==> config.mk <==
export PLATFORM = sky130hd
export DESIGN_NAME = keypad_matrix_scan
export DESIGN_NICKNAME = d
export VERILOG_FILES = /design/src/rtl/keypad_pkg.sv /design/src/rtl/keypad_tick_gen.sv /design/src/rtl/keypad_matrix_scan.sv
export SDC_FILE = /design/constraint.sdc
export NUM_CORES = 1
export LEC_CHECK = 0
export BUFFER_PORTS_ARGS = -buffer_cell sky130_fd_sc_hd__buf_2
export CORE_MARGIN = 4
export CORE_UTILIZATION = 51
export CTS_BUF_LIST = sky130_fd_sc_hd__clkbuf_8 sky130_fd_sc_hd__clkbuf_16
export CTS_CLUSTER_SIZE = 24
export DETAILED_ROUTE_END_ITERATION = 7
export PLACE_DENSITY = 0.73
export SETUP_SLACK_MARGIN = 0.2
export SLEW_MARGIN = 20
export SYNTH_ARGS = -nofsm -noshare
export SYNTH_HDL_FRONTEND = slang
export SYNTH_SLANG_ARGS = --single-unit
==> constraint.sdc <==
create_clock -name clk -period 1.9 [get_ports clk]
set_input_delay 0.19 -clock clk [delete_from_list [all_inputs] [get_ports clk]]
set_output_delay 0.19 -clock clk [all_outputs]
set_load 0.05 [all_outputs]
==> src/rtl/keypad_pkg.sv <==
// Shared types and helpers for the matrix-keypad scanner: FSM state encoding,
// key-index width and the lowest-zero priority encoder used to pick the row.
package keypad_pkg;

  typedef enum logic [1:0] {
    S_IDLE,
    S_SCAN,
    S_DEBOUNCE,
    S_HELD
  } state_e;

  // Width of the binary key index for a rows x cols matrix.
  function automatic int kw(input int rows, input int cols);
    return (rows * cols > 1) ? $clog2(rows * cols) : 1;
  endfunction

  // Index of the lowest 0 bit; an all-ones input yields 0 (callers gate on "any low").
  function automatic logic [2:0] lowest_zero(input logic [7:0] v);
    lowest_zero = '0;
    for (int i = 7; i >= 0; i--) begin
      if (!v[i]) lowest_zero = 3'(i);
    end
  endfunction

endpackage

==> src/rtl/keypad_tick_gen.sv <==
// Free-running scan-tick strobe: one clk high every CLK_DIV clocks after reset.
// Shared by the scanned peripherals; reset is synchronous, active-low.
module keypad_tick_gen #(
  parameter int CLK_DIV = 50
) (
  input  logic clk,
  input  logic reset,
  output logic o_tick
);

  localparam int DW = (CLK_DIV > 1) ? $clog2(CLK_DIV) : 1;

  logic [DW-1:0] r_div;

  assign o_tick = (r_div == DW'(CLK_DIV - 1));

  always_ff @(posedge clk) begin
    if (!reset)      r_div <= '0;
    else if (o_tick) r_div <= '0;
    else             r_div <= r_div + 1'b1;
  end

endmodule

==> src/rtl/keypad_matrix_scan.sv <==
// ROWS x COLS keypad scanner: tick-paced column scan, row synchroniser, debounce,
// press/release pulses and held level. Define KEYPAD_REPEAT_EN for auto-repeat.
module keypad_matrix_scan
  import keypad_pkg::*;
#(
  parameter int ROWS         = 4,
  parameter int COLS         = 4,
  parameter int CLK_DIV      = 50,
  parameter int DEBOUNCE     = 8,
  parameter int REPEAT_DELAY = 250,
  parameter int REPEAT_RATE  = 50,
  localparam int KW          = kw(ROWS, COLS)
) (
  input  logic            clk,
  input  logic            reset,
  input  logic [ROWS-1:0] row,
  output logic [COLS-1:0] col,
  output logic [KW-1:0]   key_value,
  output logic            key_valid,
  output logic            key_release,
  output logic            key_held
);

  localparam int CW = $clog2(COLS);
  localparam int RW = $clog2(ROWS);
  localparam int DW = $clog2(DEBOUNCE + 1);

  if (ROWS < 2 || ROWS > 8 || COLS < 2 || COLS > 8 || CLK_DIV < 2 || DEBOUNCE < 1 ||
      REPEAT_DELAY < 1 || REPEAT_RATE < 1) begin : g_param_check
    $error("keypad_matrix_scan: parameter out of range");
  end

  function automatic logic [COLS-1:0] col_drive(input logic [CW-1:0] c);
    col_drive    = '1;
    col_drive[c] = 1'b0;
  endfunction

  logic            w_tick;
  logic [ROWS-1:0] r_sync1, r_sync2;
  logic [7:0]      w_rs_pad;
  logic            w_any_low;

  state_e          r_state,       r_state_n;
  logic [CW-1:0]   r_c,           r_c_n;
  logic [COLS-1:0] r_col,         r_col_n;
  logic [CW-1:0]   r_cap_col,     r_cap_col_n;
  logic [RW-1:0]   r_cap_row,     r_cap_row_n;
  logic [DW-1:0]   r_cnt,         r_cnt_n;
  logic [KW-1:0]   r_key_value,   r_key_value_n;
  logic            r_key_valid,   r_key_valid_n;
  logic            r_key_release, r_key_release_n;
  logic            r_key_held,    r_key_held_n;

`ifdef KEYPAD_REPEAT_EN
  localparam int RPT_MAX = (REPEAT_DELAY > REPEAT_RATE) ? REPEAT_DELAY : REPEAT_RATE;
  localparam int RPW     = $clog2(RPT_MAX + 1);
  logic [RPW-1:0] r_rpt,       r_rpt_n;
  logic           r_rpt_first, r_rpt_first_n;
`endif

  keypad_tick_gen #(.CLK_DIV(CLK_DIV)) u_tick (
    .clk    (clk),
    .reset  (reset),
    .o_tick (w_tick)
  );

  // Idle rows float high through the pull-ups, so the synchroniser resets to 1s.
  always_ff @(posedge clk) begin
    if (!reset) begin
      r_sync1 <= '1;
      r_sync2 <= '1;
    end else begin
      r_sync1 <= row;
      r_sync2 <= r_sync1;
    end
  end

  always_comb begin
    w_rs_pad             = '1;
    w_rs_pad[ROWS-1:0]   = r_sync2;
    w_any_low            = (r_sync2 != '1);
  end

  // NOTE: state-holding registers use non-blocking assignments so every flop
  // samples pre-edge values; the combinational block below uses blocking ones.
  always_ff @(posedge clk) begin
    if (!reset) begin
      r_state       <= S_IDLE;
      r_c           <= '0;
      r_col         <= '0;
      r_cap_col     <= '0;
      r_cap_row     <= '0;
      r_cnt         <= '0;
      r_key_value   <= '0;
      r_key_valid   <= 1'b0;
      r_key_release <= 1'b0;
      r_key_held    <= 1'b0;
`ifdef KEYPAD_REPEAT_EN
      r_rpt         <= '0;
      r_rpt_first   <= 1'b1;
`endif
    end else begin
      r_state       <= r_state_n;
      r_c           <= r_c_n;
      r_col         <= r_col_n;
      r_cap_col     <= r_cap_col_n;
      r_cap_row     <= r_cap_row_n;
      r_cnt         <= r_cnt_n;
      r_key_value   <= r_key_value_n;
      r_key_valid   <= r_key_valid_n;
      r_key_release <= r_key_release_n;
      r_key_held    <= r_key_held_n;
`ifdef KEYPAD_REPEAT_EN
      r_rpt         <= r_rpt_n;
      r_rpt_first   <= r_rpt_first_n;
`endif
    end
  end

  always_comb begin
    // NOTE: every next-value gets a default before the case so no path can
    // leave a signal unassigned and infer a latch.
    r_state_n       = r_state;
    r_c_n           = r_c;
    r_col_n         = r_col;
    r_cap_col_n     = r_cap_col;
    r_cap_row_n     = r_cap_row;
    r_cnt_n         = r_cnt;
    r_key_value_n   = r_key_value;
    r_key_valid_n   = 1'b0;
    r_key_release_n = 1'b0;
    r_key_held_n    = r_key_held;
`ifdef KEYPAD_REPEAT_EN
    r_rpt_n         = r_rpt;
    r_rpt_first_n   = r_rpt_first;
`endif

    unique case (r_state)
      S_IDLE: begin
        r_col_n = '0;
        if (w_tick && w_any_low) begin
          r_state_n = S_SCAN;
          r_c_n     = '0;
          r_col_n   = col_drive('0);
        end
      end

      S_SCAN: if (w_tick) begin
        if (w_any_low) begin
          r_cap_col_n = r_c;
          r_cap_row_n = RW'(lowest_zero(w_rs_pad));
          r_cnt_n     = DW'(1);
          r_state_n   = S_DEBOUNCE;
        end else if (r_c == CW'(COLS - 1)) begin
          r_state_n = S_IDLE;
          r_col_n   = '0;
        end else begin
          r_c_n   = r_c + 1'b1;
          r_col_n = col_drive(r_c_n);
        end
      end

      S_DEBOUNCE: if (w_tick) begin
        if (!r_sync2[r_cap_row]) begin
          // The capture tick already counted one low sample.
          if (int'(r_cnt) + 1 >= DEBOUNCE) begin
            r_key_value_n = KW'(int'(r_cap_col) * ROWS + int'(r_cap_row));
            r_key_valid_n = 1'b1;
            r_key_held_n  = 1'b1;
            r_cnt_n       = '0;
            r_state_n     = S_HELD;
`ifdef KEYPAD_REPEAT_EN
            r_rpt_n       = '0;
            r_rpt_first_n = 1'b1;
`endif
          end else begin
            r_cnt_n = r_cnt + 1'b1;
          end
        end else begin
          r_state_n = S_IDLE;
          r_col_n   = '0;
        end
      end

      S_HELD: if (w_tick) begin
        if (r_sync2[r_cap_row] && (int'(r_cnt) + 1 >= DEBOUNCE)) begin
          r_key_release_n = 1'b1;
          r_key_held_n    = 1'b0;
          r_cnt_n         = '0;
          r_state_n       = S_IDLE;
          r_col_n         = '0;
`ifdef KEYPAD_REPEAT_EN
          r_rpt_n         = '0;
          r_rpt_first_n   = 1'b1;
`endif
        end else begin
          r_cnt_n = r_sync2[r_cap_row] ? r_cnt + 1'b1 : '0;
`ifdef KEYPAD_REPEAT_EN
          if (int'(r_rpt) + 1 >= (r_rpt_first ? REPEAT_DELAY : REPEAT_RATE)) begin
            r_key_valid_n = 1'b1;
            r_rpt_n       = '0;
            r_rpt_first_n = 1'b0;
          end else begin
            r_rpt_n = r_rpt + 1'b1;
          end
`endif
        end
      end

      default: r_state_n = S_IDLE;
    endcase
  end

  assign col         = r_col;
  assign key_value   = r_key_value;
  assign key_valid   = r_key_valid;
  assign key_release = r_key_release;
  assign key_held    = r_key_held;

endmodule
==> results of run 1 <==
==> worst max-delay path, stage by stage (launching register included) <==
cell	delay, ns
dfxtp_4	0.36
ha_4	0.15
nand2b_4	0.14
mux2_4	0.26
or3_4	0.35
or3_4	0.33
a21oi_2	0.13
==> routing by layer <==
layer | part of all wire | GRT usage | up-vias
met5 | 0 | 0 | -
met4 | 0.029 | 0.1082 | 0
met3 | 0.051 | 0.06586 | 12
met2 | 0.51 | 0.3193 | 37
met1 | 0.41 | 0.1976 | 651
li1 | - | - | 681
==> per-stage QoR <==
stage | hold slack (ns) | utilization | power [W]
2_1_floorplan | 0.2630 | - | 0.0008691
3_3_place_gp | 0.3728 | 0.5992 | 0.0008869
3_5_place_dp | 0.3750 | 0.5992 | 0.0008900
4_1_cts | 0.06619 | 0.6610 | 0.001430
5_1_grt | 0.06688 | 0.6866 | 0.001495
6_report | 0.07466 | 0.6866 | 0.001423
==> cells in the final DEF, fill, tap and decap left out, types with 5 or more instances in the layout <==
cell	synthesis	layout
inv_1	6	5
mux2i_1	10	10
o21ai_0	11	8
nor2_1	22	22
buf_4	0	16
dfxtp_2	0	10
buf_2	2	16
nand2b_1	15	11
nand2_1	10	10
dfxtp_1	37	25
clkbuf_8	0	5
==> area by class of cell <==
cell class / instances / share of cell area
repair buffers: 33 / 0.1001
flip-flops and latches: 37 / 0.3600
multi-input cells: 127 / 0.4624
clock buffers: 5 / 0.03256
clock inverters: 3 / 0.008289
well taps: 44 / 0.02605
inverters: 6 / 0.01066
==> logic make-up (layout without fill, tap and decap cells) <==
kind of cell	count (synthesis)	after routing	share of synthesized area
xor gates and xnor gates	4	4	0.02123
AOI/OAI and AO/OA	28	28	0.1130
DFF	37	37	0.4488
muxes	12	12	0.08112
adders and majority gates	7	7	0.05307
and+or+nand+nor	76	76	0.2540
buffers and inverters	12	47	0.02881
==> power groups by stage <==
stage / Clock [W] / Combinational [W] / Sequential [W]
floorplan: 0 / 0.0000466 / 0.000822
global placement: 0 / 0.0000704 / 0.000816
detailed placement: 0 / 0.0000720 / 0.000818
CTS: 0.000554 / 0.0000772 / 0.000799
global route: 0.000595 / 0.0000981 / 0.000802
finish: 0.000536 / 0.0000879 / 0.000800
==> state kept, by name, indices dropped and copies added (netlist names), 4 cells and up <==
register	count
col	4
key_value	4
r_cnt	4
r_sync1	4
r_sync2	4
u_tick.r_div	6
==> worst paths after layout <==
path           endpoint  cells after the start        from
max              r_c[0]                      6      r_c[0]
min          r_sync1[3]                      2      row[3]
max reg2reg      r_c[0]                      6      r_c[0]
min reg2reg  r_sync2[3]                      1  r_sync1[3]
==> repair_timing <==
item                                    in CTS  in global routing
endpoints found under the setup margin      15                 19
setup buffers                                7                  3
pin swaps                                    5                  8
resized for setup                           18                 13
==> results_dict.tcl, run 1 <==
set metrics [dict create \
    outcome "finished, final reports clean" \
    dp_hpwl_mm 2.410 \
    io_buffers 16 \
    cts_inserted_buffers 5 \
    die_w_um 64.89 \
    ir_worst_vdd_mv 0.5247 \
    setup_violations 0 \
    crit_type "flop to flop" \
    clock-sinks 37 \
    p_comb_frac 0.062 \
    drtPass1Iterations 4 \
    grt_pass1_vias 1358 \
    grt_usage 0.1871 \
    sequentialPowerShare 0.562 \
    gr-total-overflow 0 \
    period_needed_ns 1.782 \
    drive_above_1_share 0.3697 \
    synthTopCellsByArea "dfxtp_1 45%, mux2i_1 6.1%, nand2b_1 5.7%, ha_1 5.3%, nor2_1 5.0%" \
    synth_seq_cells 37 \
    crit_required_ns 2.12 \
    arrival_ns 2.00 \
    drt_iter0_drc 79 \
    swShare 0.2410 \
    routedWlPerCell_um 14.12 \
    ys_warn_count 0 \
    final_max_slew_viol_count 0 \
    yosysMostFrequentCell "dfxtp_1" \
    rrSetupSlack_ns 0.12 \
    drv_cap 0 \
    ios 17 \
    via_count 1381 \
    finalWirelength_mm 3.601 \
    ctsRootBufferMaster "clkbuf_8" \
    power.switching_w 0.0003431 \
    htree_levels 2 \
    power.share.clock 0.376 \
    clk_path_buf_depth 2 \
    grt_pass1_wl_mm 5.954 \
    p_int_w 0.001080 \
    antennaDiodeCount 0 \
    row_count 20 \
    critical_path_peak_fanout 4 \
    placed_area_um2 1844 \
    initial_core_util 0.5362 \
    register_area_um2 760.7 \
    insertion_delay_ns 0.29 \
    stdcell_area_um2 2113 \
    synthCells 176 \
    synth_edf_count 0 \
    synth_area_leader_cell "dfxtp_1" \
    clk_pin_slew_ns 0.07 \
    rsz0062_at_grt "true" \
    worst_pin_slew_ns 0.4898 \
    cts_tree "yes" \
    seq_area_frac_synth 0.4488 \
    synthFlopType "dfxtp_1" \
    postSynthAreaPerCell_um2 9.377 \
    synth.net_count 189 \
    chipHeight_um 64.89 \
    nFillCells 252 \
    worstHoldPathType "primary input to flop" \
    grt_max_degree 24 \
    fin_crit_sh 0.9377 \
    finalHoldViolCount 0 \
    final.setup.worst_slack_ns 0.1183 \
    synth_top_area_share 0.4488 \
    multi_input_area_um2 977.2 \
    worst_setup_path_start_kind "flop" \
    postCtsHoldBufs 0 \
    yosysUniqueCellTypes 39 \
    stdcell_count 255 \
    power_density_nw_per_um2 673.6 \
    place_ws_ns 0.04285 \
    core_region_area_um2 3078 \
    ant_nets 0 \
    relSlewSlack 0.6731 \
    dp_cells 237 \
    postSynth.asyncResetShare 0 \
    clock-skew-final_ns 0.009621 \
    die_area_um2 4210 \
    leakage_nw 0.8150 \
    fmax_ghz 0.5613 \
    gp_congestion 0.7453 \
    synthTopCellsByCount "37 x dfxtp_1, 22 x nor2_1, 15 x nand2b_1" \
    end_kind "flop" \
    final_nets 223 \
    drt-vias-per-instance 5.416 \
    syn_to_final_growth_pct 28.05 \
    drc_errors 0 \
    grt_antenna_before_repair 0 \
    netlist_area_um2 1650 \
    tns_ns 0 \
]
No activity file was read; power rests on OpenSTA's default activity.
==> run 2: changes to the inputs <==
PLACE_DENSITY = 0.84   (was 0.73)
==> run 2 against run 1 <==
Against the previous run:
- routed wire length decreased by 5.9%
- utilization up 1.7 points
- critical path depth stayed put
- first-iteration DRC count rose by 15%
- non-clock buffer count increased by 4
- critical path type unchanged
- highest routed layer unchanged
==> results_dict.tcl, run 2 (synthesis results as in run 1) <==
set metrics [dict create \
    die_area_um2 4210 \
    wl_met2_mm 1.649 \
    r2r_start "u_tick.r_div[2]" \
    critical_path_peak_fanout 5 \
    wl_met3_um 138 \
    rsz0062_at_grt "true" \
    drtPass1Iterations 4 \
    via_count 1372 \
    final_max_slew_viol_count 0 \
    drc_errors 0 \
    layout_common_cells "22 x nor2_1, 22 x dfxtp_1, 17 x buf_4, 16 x buf_2, 13 x nand2b_1" \
    min_to "r_sync1[0]" \
    fin_crit_sh 0.9432 \
    grt_pass1_wl_mm 5.768 \
    ant_nets 0 \
    hold_path_depth 2 \
    antennaDiodeCount 0 \
    cts_inserted_buffers 5 \
    worstHoldPathType "primary input to flop" \
    grt_max_degree 24 \
    row_count 20 \
    die_w_um 64.89 \
    rrSetupSlack_ns 0.11 \
    dp_hpwl_mm 1.998 \
    drt_iter0_drc 91 \
    reg2regPathDepth 6 \
    insertion_delay_ns 0.29 \
    drv_cap 0 \
    postCtsHoldBufs 0 \
    register_area_um2 772.0 \
    cts_tree "yes" \
    grt_antenna_before_repair 0 \
    place_ws_ns 0.08845 \
    final.setup.worst_slack_ns 0.1079 \
    ir_worst_vdd_mv 0.6992 \
    worst_setup_path_start_kind "flop" \
    worstReg2RegEnd "r_c[1]" \
    multi_input_area_um2 953.4 \
    setup_violations 0 \
    clk_pin_slew_ns 0.07 \
    arrival_ns 2.01 \
    worst_pin_slew_ns 0.4779 \
    finalWirelength_mm 3.390 \
    grt_usage 0.1732 \
    clock-sinks 37 \
    clock-skew-final_ns 0.01013 \
    gp_congestion 0.7335 \
    placed_area_um2 1857 \
    finalHoldViolCount 0 \
    tns_ns 0 \
    chipHeight_um 64.89 \
    power_density_nw_per_um2 655.0 \
    ios 17 \
    grt_pass1_vias 1305 \
    relSlewSlack 0.6811 \
    crit_required_ns 2.11 \
    fmax_ghz 0.5580 \
    hp-start "row[0]" \
    period_needed_ns 1.792 \
    routedWlPerCell_um 13.14 \
    core_region_area_um2 3078 \
    htree_levels 2 \
    initial_core_util 0.5362 \
    syn_to_final_growth_pct 31.16 \
    wl_met1_mm 1.527 \
    largest_reg_flops 6 \
    final_nets 227 \
    end_kind "flop" \
    ctsRootBufferMaster "clkbuf_8" \
    largest_register "u_tick.r_div" \
    routed.top_layer "met4" \
    crit_type "flop to flop" \
    drive_above_1_share 0.3692 \
    outcome "finished, final reports clean" \
    gr-total-overflow 0 \
    leakage_nw 0.8325 \
    nFillCells 246 \
    drt-vias-per-instance 5.318 \
    stdcell_area_um2 2165 \
    io_buffers 16 \
    clk_path_buf_depth 2 \
]
## run 2: changes by cell type in the layout (fill, tap and decap cells not counted), moves of 2 or more
cell	before	now
dfxtp_1	25	22
nand2b_4	4	2
o21ai_1	3	0
o21ai_0	8	11
dfxtp_4	2	5
clkinv_2	2	0
nand2b_1	11	13
## run 2: final cells by class
cell class / instances / share of cell area
clock buffers: 6 / 0.03815
clock inverters: 1 / 0.001734
inverters: 6 / 0.01040
multi-input cells: 127 / 0.4405
flip-flops and latches: 37 / 0.3566
well taps: 44 / 0.02543
repair buffers: 37 / 0.1272
## run 2: worst max path at each step
stage	cells past startpoint	endpoint	from
floorplan	6	r_c[1]	r_c[0]
global placement	5	r_c[1]	r_sync2[2]
detailed placement	5	r_c[1]	r_sync2[1]
CTS	6	r_c[1]	r_c[0]
global route	6	r_c[1]	u_tick.r_div[2]
finish	6	r_c[1]	u_tick.r_div[2]
## run 2: layer usage
layer  vias up  global-route usage
met5         -                   0
met4         0             0.05541
met3        11             0.05199
met2        44              0.2925
met1       625              0.2092
li1        692                   -
## run 2: power breakdown
part	switching (W)	total, W	internal [W]
logic	0.0000455	0.0000820	0.0000365
registers	0.0000102	0.000796	0.000786
clock network	0.000257	0.000539	0.000282
## run 2: through the flow
stage                     power [W]  instances  hold slack [ns]  utilization
after floorplan           0.0008691        176           0.2630            -
after global placement    0.0008871        237           0.3735       0.6033
after detailed placement  0.0008885        237           0.3762       0.6033
after CTS                  0.001427        252          0.08043       0.6695
after global routing       0.001492        258          0.07845       0.7033
final                      0.001418        258          0.08533       0.7033
## run 2: critical path, cell delays in order, from the launching register on
cell,delay (ns)
dfxtp_4,0.36
nor3b_4,0.25
nand3_4,0.12
buf_12,0.15
or3_4,0.39
or3_4,0.34
a21oi_2,0.11
## run 2: timing repair
item / CTS / global route
pin swaps: 7 / 8
resized for setup: 18 / 13
cloned: 0 / 1
setup buffers: 8 / 5
endpoints found under the setup margin: 13 / 19
hold endpoints to repair: 0 / 0
